[src/rtl/decoder_4_to_16.sv]
// Registered 4-to-16 decoder: sel is sampled on clk and exactly one line is driven
// active while en is high. ACTIVE_LOW selects one-hot or one-cold outputs.
module decoder_4_to_16 #(
    parameter bit ACTIVE_LOW = 1'b0
) (
    input  logic       clk,
    input  logic       rst,
    input  logic       en,
    input  logic [3:0] sel,
    output logic       y0,
    output logic       y1,
    output logic       y2,
    output logic       y3,
    output logic       y4,
    output logic       y5,
    output logic       y6,
    output logic       y7,
    output logic       y8,
    output logic       y9,
    output logic       y10,
    output logic       y11,
    output logic       y12,
    output logic       y13,
    output logic       y14,
    output logic       y15,
    output logic       valid
);

    localparam int unsigned NUM_LINES = 16;
    localparam logic [NUM_LINES-1:0] INACTIVE = {NUM_LINES{ACTIVE_LOW}};

    logic [NUM_LINES-1:0] y_q;
    logic [NUM_LINES-1:0] y_d_c;

    // Next decode: flip the selected line away from the inactive level.
    always_comb begin
        y_d_c = INACTIVE;
        if (en) begin
            y_d_c = INACTIVE ^ (NUM_LINES'(1) << sel);
        end
    end

    always_ff @(posedge clk or posedge rst) begin
        if (rst) begin
            y_q   <= INACTIVE;
            valid <= 1'b0;
        end else begin
            y_q   <= y_d_c;
            valid <= en;
        end
    end

    assign y0  = y_q[0];
    assign y1  = y_q[1];
    assign y2  = y_q[2];
    assign y3  = y_q[3];
    assign y4  = y_q[4];
    assign y5  = y_q[5];
    assign y6  = y_q[6];
    assign y7  = y_q[7];
    assign y8  = y_q[8];
    assign y9  = y_q[9];
    assign y10 = y_q[10];
    assign y11 = y_q[11];
    assign y12 = y_q[12];
    assign y13 = y_q[13];
    assign y14 = y_q[14];
    assign y15 = y_q[15];

endmodule

[config.mk]
export PLATFORM = sky130hd
export DESIGN_NAME = decoder_4_to_16
export DESIGN_NICKNAME = d
export VERILOG_FILES = /design/src/rtl/decoder_4_to_16.sv
export SDC_FILE = /design/constraint.sdc
export NUM_CORES = 1
export LEC_CHECK = 0
export CORE_MARGIN = 4
export CORE_UTILIZATION = 41
export DETAILED_ROUTE_END_ITERATION = 16
export PLACE_DENSITY = 0.78
export SLEW_MARGIN = 0
export SYNTH_ARGS = -nofsm -noshare
export SYNTH_HDL_FRONTEND = slang
export SYNTH_SLANG_ARGS = --single-unit
[constraint.sdc]
create_clock -name clk -period 0.9 [get_ports clk]
set_input_delay 0.27 -clock clk [delete_from_list [all_inputs] [get_ports clk]]
set_output_delay 0.27 -clock clk [all_outputs]
set_load 0.02 [all_outputs]
==> metrics <==
io pins 24; Crit-path slowest cell dfrtp_1; final period utilization 120%; gate count of the mapped netlist 41; Crit path required time 0.63 ns; Finish-stage setup viols 17; leading cell types by count after synthesis dfrtp_1, nor2_1, nor3_1; PwrDens 1470 nW/µm²; Bufs on Longest Clock Path 2; failing checks negative setup slack; crit path kind reg -> out; max_cap viols 0; Clock Sinks 17; Buf/Inv on CP 1; Rel. slew slack 83.2%; DRC 0; Area contributors post-synth dfrtp_1, nor2_1, nor3_1; HPWL Detailed 836 µm; Worst Setup End Kind primary output; Slew @ Worst Pin 0.252 ns; CTS tree done; slowest stage delay, CP 0.40 ns; Layout area overhead 63.6%; fin util 75.7%; Fillers 82; Worst-path clk slew 0.09 ns; f_max 929 MHz; Total Wirelength 1120 µm; hold_ws 0.298 ns; EDFF count, synth 0; FP Rows 12; crit path time final 1.08 ns; Top Family by Delay on Critical Path flip-flops; Port Buf Inserts 23; layout cells sized above 1 39.7%; routability congestion estimate 0.747; final worst setup slack -0.177 ns; Leak Pwr 0.455 nW; peak supply drop 0.976 mV; DRT Pass-1 Iters 4; ys flop type dfrtp_1; Ys Warns 0; largest net degree at the start of global routing 18; Routed Antenna Nets 0; CP Max Fanout 1; RSZ-0062 raised after global routing yes; Seq/Total Area, Yosys 77.4%; via count 418; worst slack at placement -0.465 ns; Seq cells post-synth 17; gr usage total 13.3%; vias in the first global route 425; syn_nets 48; Root Driver clkbuf_4; die height 44.6 µm; Die Area 1990 µm²; Hold Fails Final Rpt 0; Core ar. 1190 µm²; CP cell instances buf_6; vias per cell 4.80; leading area contributor after synthesis dfrtp_1; H-tree levels 1; status finished, violations left; Startpoint Class flip-flop; multi-input combinational cell area 128 µm²; Synth top area share 77.4%; total grt overflow 0; first-pass GRT wire length 1850 µm; Initial Util 46.3%; number of inserted diodes 0; DR WL/cell 12.9 µm; die width 44.6 µm; worst min-delay path class in -> async; detailed router's first-iteration violation count 3; CP Data Arrival Time 0.81 ns; Syn Std Cell Area 549 µm²; antenna violations before repair 0; Sequential cell area 425 µm²; CTS buffer count 3; Netlist cell types 11; nets@finish 81; Final Max Tran Viols 0; most frequent cell after synthesis dfrtp_1; async set-or-reset flop fraction in the synthesized netlist 100%; Synth Area per Inst 13.4 µm²
## report_power, final
part | internal (mW) | total (mW) | switching, mW
logic | 0.0757 | 0.155 | 0.0788
clock network | 0.172 | 0.381 | 0.209
registers | 0.777 | 0.783 | 0.00634
## path summary, 6_finish.rpt
kind | from | end | slack, ns | depth (start not counted)
setup / recovery | y_q[13] | y13 | -0.18 | 1
min in group clk | en | valid | 0.35 | 2
hold / removal | rst | y_q[15] | 0.30 | 3
max in group asynchronous | rst | y_q[12] | 0.48 | 3
## state kept, by name, summed over array words and instances (netlist names)
register,flops
y_q,16
valid,1
## routing by layer
metal,routed length (µm),share of wire [%],track usage [%]
met5,0,0,0
met4,23,2.0,7.23
met3,96,8.5,2.44
met2,578,51,21.8
met1,425,38,16.4
## repair_timing
| action | CTS | global route |
|---|---|---|
| endpoints found under the setup margin | 33 | 18 |
| gates resized for setup | 110 | 0 |
| hold buffers | 0 | 0 |
| buffers inserted | 0 | 0 |
| pin swaps | 2 | 2 |
## cell families after synthesis
kind of cell	synth area share, %
flops	77.4
simple gates	21.9
buf+inv	0.683
## cell usage in the layout, fill, tap and decap left out, drive strengths merged
master	count
buf	22
clkbuf	4
clkdlybuf4s15	2
clkdlybuf4s50	1
dfrtp	17
dlygate4sd2	3
inv	1
nand2	1
nand2b	2
nand3	1
nand3b	2
nor2	12
nor3	4
or3b	1
## metrics by stage
step	setup TNS, ns	power (mW)	cell area, µm²	cells
final	-2.69	1.32	898	87
after global routing	-3.27	1.38	898	87
after CTS	-2.77	1.32	898	87
after detailed placement	-10.69	0.951	847	83
after global placement	-10.22	0.948	847	83
after floorplan	0	0.851	549	41
## layout make-up
| type | count | share of cell area [%] |
|---|---|---|
| clock buffers | 4 | 2.92 |
| inverters | 1 | 0.418 |
| multi-input cells | 23 | 14.2 |
| flip-flops and latches | 17 | 47.4 |
| well taps | 14 | 1.95 |
| repair buffers | 28 | 33.1 |
(Power assumes the default switching activity.)
